==> src/rtl/handshake_sync_arbiter.sv <==
// Round-robin arbiter that shares one handshake_sync CDC channel among N_REQ
// source-domain requesters, with a sticky watchdog for a channel that never answers.
module handshake_sync_arbiter #(
  parameter int N_REQ   = 4,
  parameter int DATA_W  = 16,
  parameter int TIMEOUT = 255
) (
  input  logic                     clk_i,
  input  logic                     rst_n_i,
  input  logic [N_REQ*DATA_W-1:0]  req_data_i,
  input  logic [N_REQ-1:0]         req_val_i,
  output logic [N_REQ-1:0]         req_ready_o,
  output logic [DATA_W-1:0]        sync_data_o,
  output logic                     sync_val_o,
  input  logic                     sync_ready_i,
  output logic [$clog2(N_REQ)-1:0] grant_id_o,
  output logic                     busy_o,
  output logic                     timeout_o
);

  localparam int ID_W  = $clog2(N_REQ);
  localparam int WD_W  = (TIMEOUT > 0) ? $clog2(TIMEOUT + 1) : 1;
  localparam bit WD_EN = (TIMEOUT > 0);

  typedef enum logic [2:0] {
    IDLE,
    LAUNCH,
    WAIT_LOW,
    WAIT_HIGH,
    DONE
  } state_e;

  state_e              state_q, state_d;
  logic [ID_W-1:0]     ptr_q, ptr_d;
  logic [ID_W-1:0]     grant_q, grant_d;
  logic [DATA_W-1:0]   data_q, data_d;
  logic                val_q, val_d;
  logic [N_REQ-1:0]    ready_q, ready_d;
  logic                busy_q, busy_d;
  logic                timeout_q, timeout_d;
  logic [WD_W-1:0]     wd_q, wd_d;

  logic                pick_found;
  logic [ID_W-1:0]     pick_id;
  int                  scan_idx;
  logic [ID_W-1:0]     next_ptr;
  logic [WD_W-1:0]     wd_inc;
  logic                wd_hit;
  logic                abort;

  // Rotating priority scan starting at ptr_q, wrapping at N_REQ-1.
  always_comb begin
    // NOTE: every comb-assigned signal gets a default first so no path infers a latch.
    pick_found = 1'b0;
    pick_id    = '0;
    scan_idx   = 0;
    for (int i = 0; i < N_REQ; i++) begin
      scan_idx = int'(ptr_q) + i;
      if (scan_idx >= N_REQ) scan_idx = scan_idx - N_REQ;
      if (!pick_found && req_val_i[scan_idx]) begin
        pick_found = 1'b1;
        pick_id    = ID_W'(scan_idx);
      end
    end
  end

  assign next_ptr = (grant_q == ID_W'(N_REQ - 1)) ? '0 : grant_q + ID_W'(1);
  assign wd_inc   = wd_q + WD_W'(1);
  assign wd_hit   = WD_EN && (wd_inc == WD_W'(TIMEOUT));

  // State register plus the registered outputs.
  always_ff @(posedge clk_i or negedge rst_n_i) begin
    if (!rst_n_i) begin
      state_q   <= IDLE;
      ptr_q     <= '0;
      grant_q   <= '0;
      data_q    <= '0;
      val_q     <= 1'b0;
      ready_q   <= '0;
      busy_q    <= 1'b0;
      timeout_q <= 1'b0;
      wd_q      <= '0;
    end else begin
      // NOTE: non-blocking assignments so every flop samples pre-edge values.
      state_q   <= state_d;
      ptr_q     <= ptr_d;
      grant_q   <= grant_d;
      data_q    <= data_d;
      val_q     <= val_d;
      ready_q   <= ready_d;
      busy_q    <= busy_d;
      timeout_q <= timeout_d;
      wd_q      <= wd_d;
    end
  end

  // Next-state, rotation pointer and watchdog counter.
  always_comb begin
    state_d = state_q;
    ptr_d   = ptr_q;
    wd_d    = wd_q;
    abort   = 1'b0;
    unique case (state_q)
      IDLE: begin
        // A busy channel (ready low) is never handed a new word.
        if (pick_found && sync_ready_i) begin
          state_d = LAUNCH;
          wd_d    = '0;
        end
      end
      LAUNCH: state_d = WAIT_LOW;
      WAIT_LOW: begin
        wd_d = wd_inc;
        if (wd_hit)             abort   = 1'b1;
        else if (!sync_ready_i) state_d = WAIT_HIGH;
      end
      WAIT_HIGH: begin
        wd_d = wd_inc;
        if (sync_ready_i) state_d = DONE;
        else if (wd_hit)  abort   = 1'b1;
      end
      DONE: begin
        state_d = IDLE;
        ptr_d   = next_ptr;
      end
      default: state_d = IDLE;
    endcase
    if (abort) begin
      state_d = IDLE;
      ptr_d   = next_ptr;
    end
  end

  // Output next values; data is captured only on a grant and held afterwards.
  always_comb begin
    grant_d   = grant_q;
    data_d    = data_q;
    val_d     = 1'b0;
    ready_d   = '0;
    busy_d    = (state_d != IDLE);
    timeout_d = timeout_q | abort;
    if (state_q == IDLE && state_d == LAUNCH) begin
      grant_d = pick_id;
      data_d  = req_data_i[int'(pick_id)*DATA_W +: DATA_W];
      val_d   = 1'b1;
    end
    if (state_d == DONE) ready_d[grant_q] = 1'b1;
  end

  assign req_ready_o = ready_q;
  assign sync_data_o = data_q;
  assign sync_val_o  = val_q;
  assign grant_id_o  = grant_q;
  assign busy_o      = busy_q;
  assign timeout_o   = timeout_q;

endmodule

==> config.mk <==
export PLATFORM = sky130hd
export DESIGN_NAME = handshake_sync_arbiter
export DESIGN_NICKNAME = d
export VERILOG_FILES = /design/src/rtl/handshake_sync_arbiter.sv
export SDC_FILE = /design/constraint.sdc
export NUM_CORES = 1
export LEC_CHECK = 0
export ABC_AREA = 1
export CORE_MARGIN = 2
export CORE_UTILIZATION = 49
export CTS_BUF_LIST = sky130_fd_sc_hd__clkbuf_16
export DETAILED_ROUTE_END_ITERATION = 6
export GPL_ROUTABILITY_DRIVEN = 0
export PLACE_DENSITY_LB_ADDON = 0.15
export SKIP_CTS_REPAIR_TIMING = 1
export SLEW_MARGIN = 20
export SYNTH_ARGS = -nofsm -noshare
export SYNTH_HDL_FRONTEND = slang
export SYNTH_SLANG_ARGS = --single-unit
==> constraint.sdc <==
create_clock -name clk_i -period 3.1 [get_ports clk_i]
set_input_delay 0.775 -clock clk_i [delete_from_list [all_inputs] [get_ports clk_i]]
set_output_delay 0.775 -clock clk_i [all_outputs]
set_load 0.01 [all_outputs]
==> flow_summary.toml <==
[route]
routed_wl_um = 6300
vias = 2776
first_pass_iters = 4
antenna_left = 0
wl_per_cell_um = 10.90
remaining_drc_errors = 0
first_iter_violations = 118
routed_via_density = 4.803

[yosys]
synth-edff-count = 0
synth_seq_cells = 38
syn_nets = 492
yosysSeqAreaShare_pct = 34.56
syn_avg_cell_area_um2 = 6.630
synth_cells = 415
netlist_area_um2 = 2751
ys_warn_count = 0
synth_async_sr_flop_share_pct = 100.0
synth.distinct_cells = 28
yosys_most_used_dff = "dfrtp_1"

[sta]
rsz0062_at_grt = "false"
skew_ns = 0.003543
setup_violations = 0
worst_pin_slew_ns = 0.8058
max_clock_freq_mhz = 398.3
hold_viol = 0
final.period_utilization_pct = 80.98
fin_ws_ns = 0.5895
tns_ns = 0
relSlewSlack_pct = 46.28
slew_viol_final = 0
period_needed_ns = 2.510

[grt]
grt_pass1_wl_um = 10740
grtUsageTotal_pct = 21.29
grt_pass1_vias = 2567
antenna_found_initial = 0
grt_max_degree = 39
grt_overflow = 0

[critical_path]
crit_type = "in -> reg"
setup.worst_path.end_class = "register"
r2r_slack_ns = 0.91
path_max_fanout = 18
cp-start-kind = "input port"
worstRegToRegCells = 14
crit_end = "sync_data_o[12]$_DFFE_PN0P_"
worstSetupStartpoint = "req_val_i[3]"
r2r-start = "ptr_q[0]$_DFFE_PN0P_"
cp.arrival_ns = 2.73
r2r-end = "sync_data_o[11]$_DFFE_PN0P_"
crit_required_ns = 3.32

[clocking]
cts_root_buf = "clkbuf_16"
clk_latency_ns = 0.28
cts.sinks = 38
htreeDepth = 2
cts_tree = "done"
cts.path.max_buffers = 2
cts_buffers = 5
clk_pin_slew_ns = 0.06

[place]
dp_hpwl_um = 4798
port-buffer-count = 95
place_ws_ns = 0.3300

[die]
die_w_um = 78.94
die_area_um2 = 6231
start_util_pct = 50.27
core_um2 = 5473
io_pins = 96
row_count = 27
dieHeight_um = 78.94

[run]
maxCapViolCount = 0

[power_and_ir_drop]
ir_drop_uv = 601.1
pwr_density_cell_nw_per_um2 = 928.1
p_leak_nw = 2.058

[layout]
diodes = 0
nets = 582
syn2layout_area_growth_pct = 39.20
drive_above_1_share_pct = 5.731
fillers = 456
post-route-util_pct = 69.98

[worst_hold_path]
hold_path.class = "reg -> reg"

[outcome]
outcome = "complete, no violations"
-- final cells by class --
type / instances / area, um2 / share of cell area, %
multi-input cells: 282 / 1376 / 35.94
repair buffers: 98 / 968.4 / 25.29
flip-flops and latches: 38 / 950.9 / 24.83
clock inverters: 3 / 16.27 / 0.4247
well taps: 72 / 90.09 / 2.352
clock buffers: 5 / 125.1 / 3.267
inverters: 80 / 302.8 / 7.906
-- where the power goes --
group	internal, mW	switching [mW]	leakage (nW)	total [mW]
combinational	0.869	1.37	1.50	2.24
clock	0.293	0.190	0.0672	0.483
sequential	0.681	0.151	0.489	0.833
total	1.84	1.71	2.06	3.55
-- kinds of logic (layout without fill, tap and decap cells) --
kind of cell	after synthesis	count (layout)	share of synthesized area, %
buffers and inverters	95	186	15.42
adder cells (fa/ha/maj)	6	6	2.728
XOR/XNOR	4	4	1.273
AND/OR/NAND/NOR	254	254	42.52
AO/OA/AOI/OAI	18	18	3.502
flip-flops	38	38	34.56
-- worst min-delay path by stage --
stage	startpoint	slack, ns	endpoint	cells after the start
floorplan	rst_n_i	0.48	busy_o$_DFF_PN0_	0
global placement	timeout_o$_DFF_PN0_	0.45	timeout_o$_DFF_PN0_	1
detailed placement	timeout_o$_DFF_PN0_	0.46	timeout_o$_DFF_PN0_	1
CTS	timeout_o$_DFF_PN0_	0.47	timeout_o$_DFF_PN0_	1
global route	timeout_o$_DFF_PN0_	0.49	timeout_o$_DFF_PN0_	1
finish	timeout_o$_DFF_PN0_	0.46	timeout_o$_DFF_PN0_	1
-- routing by layer --
metal / vias to the layer above / track usage (%) / wire [um]
met1: 1233 / 25.94 / 2797
met4: 0 / 7.586 / 88
li1: 1452 / - / -
met2: 85 / 37.86 / 3059
met5: - / 0 / 0
met3: 6 / 3.636 / 355
-- registers in the layout, summed over array words and instances (netlist names) --
register     flops
busy_o           1
grant_id_o       2
ptr_q            2
req_ready_o      4
state_q          3
sync_data_o     16
sync_val_o       1
timeout_o        1
wd_q             8
-- per-stage QoR --
step	std cells	hold WS, ns	total power [mW]	cell area, um2
after global routing	578	0.4935	3.931	3830
after floorplan	415	0.4794	2.553	2751
after CTS	578	0.4722	3.586	3830
after detailed placement	570	0.4588	3.086	3689
final	578	0.4629	3.555	3830
after global placement	570	0.4549	3.052	3689
-- synthesized netlist by cell type (2+ instances only) --
master,n,area (um2)
nand2_4,3,33.78
nand3b_1,16,120.1
inv_1,75,281.5
nand4_1,2,12.51
dfrtp_1,38,950.9
inv_2,3,11.26
buf_2,4,20.02
buf_4,6,45.04
buf_6,5,56.30
nor2_1,14,52.55
o21ai_0,12,60.06
o21ai_1,2,10.01
nand3_2,5,50.05
nand2_2,3,18.77
xor2_1,4,35.03
nand2_1,146,548.0
nand3_1,61,305.3
ha_1,6,75.07
-- layout by cell type, fill, tap and decap left out, types with 4 or more instances in the layout --
master / synthesis / final
nand2_1: 146 / 146
clkdlybuf4s50_1: 0 / 94
inv_1: 75 / 75
nand3_1: 61 / 61
dfrtp_1: 38 / 38
nand3b_1: 16 / 16
nor2_1: 14 / 14
o21ai_0: 12 / 12
ha_1: 6 / 6
nand3_2: 5 / 5
clkbuf_16: 0 / 5
xor2_1: 4 / 4
-- worst max-delay path: stages --
cell	delay, ns
clkdlybuf4s50_1	0.48
inv_1	0.06
nand2_1	0.09
nand3_1	0.11
nand2_1	0.10
inv_1	0.08
nand2_1	0.07
o21ai_1	0.06
inv_1	0.09
nand3_2	0.29
inv_2	0.35
nand2_1	0.11
nand2_1	0.07
No activity file was read; power rests on OpenSTA's default activity.
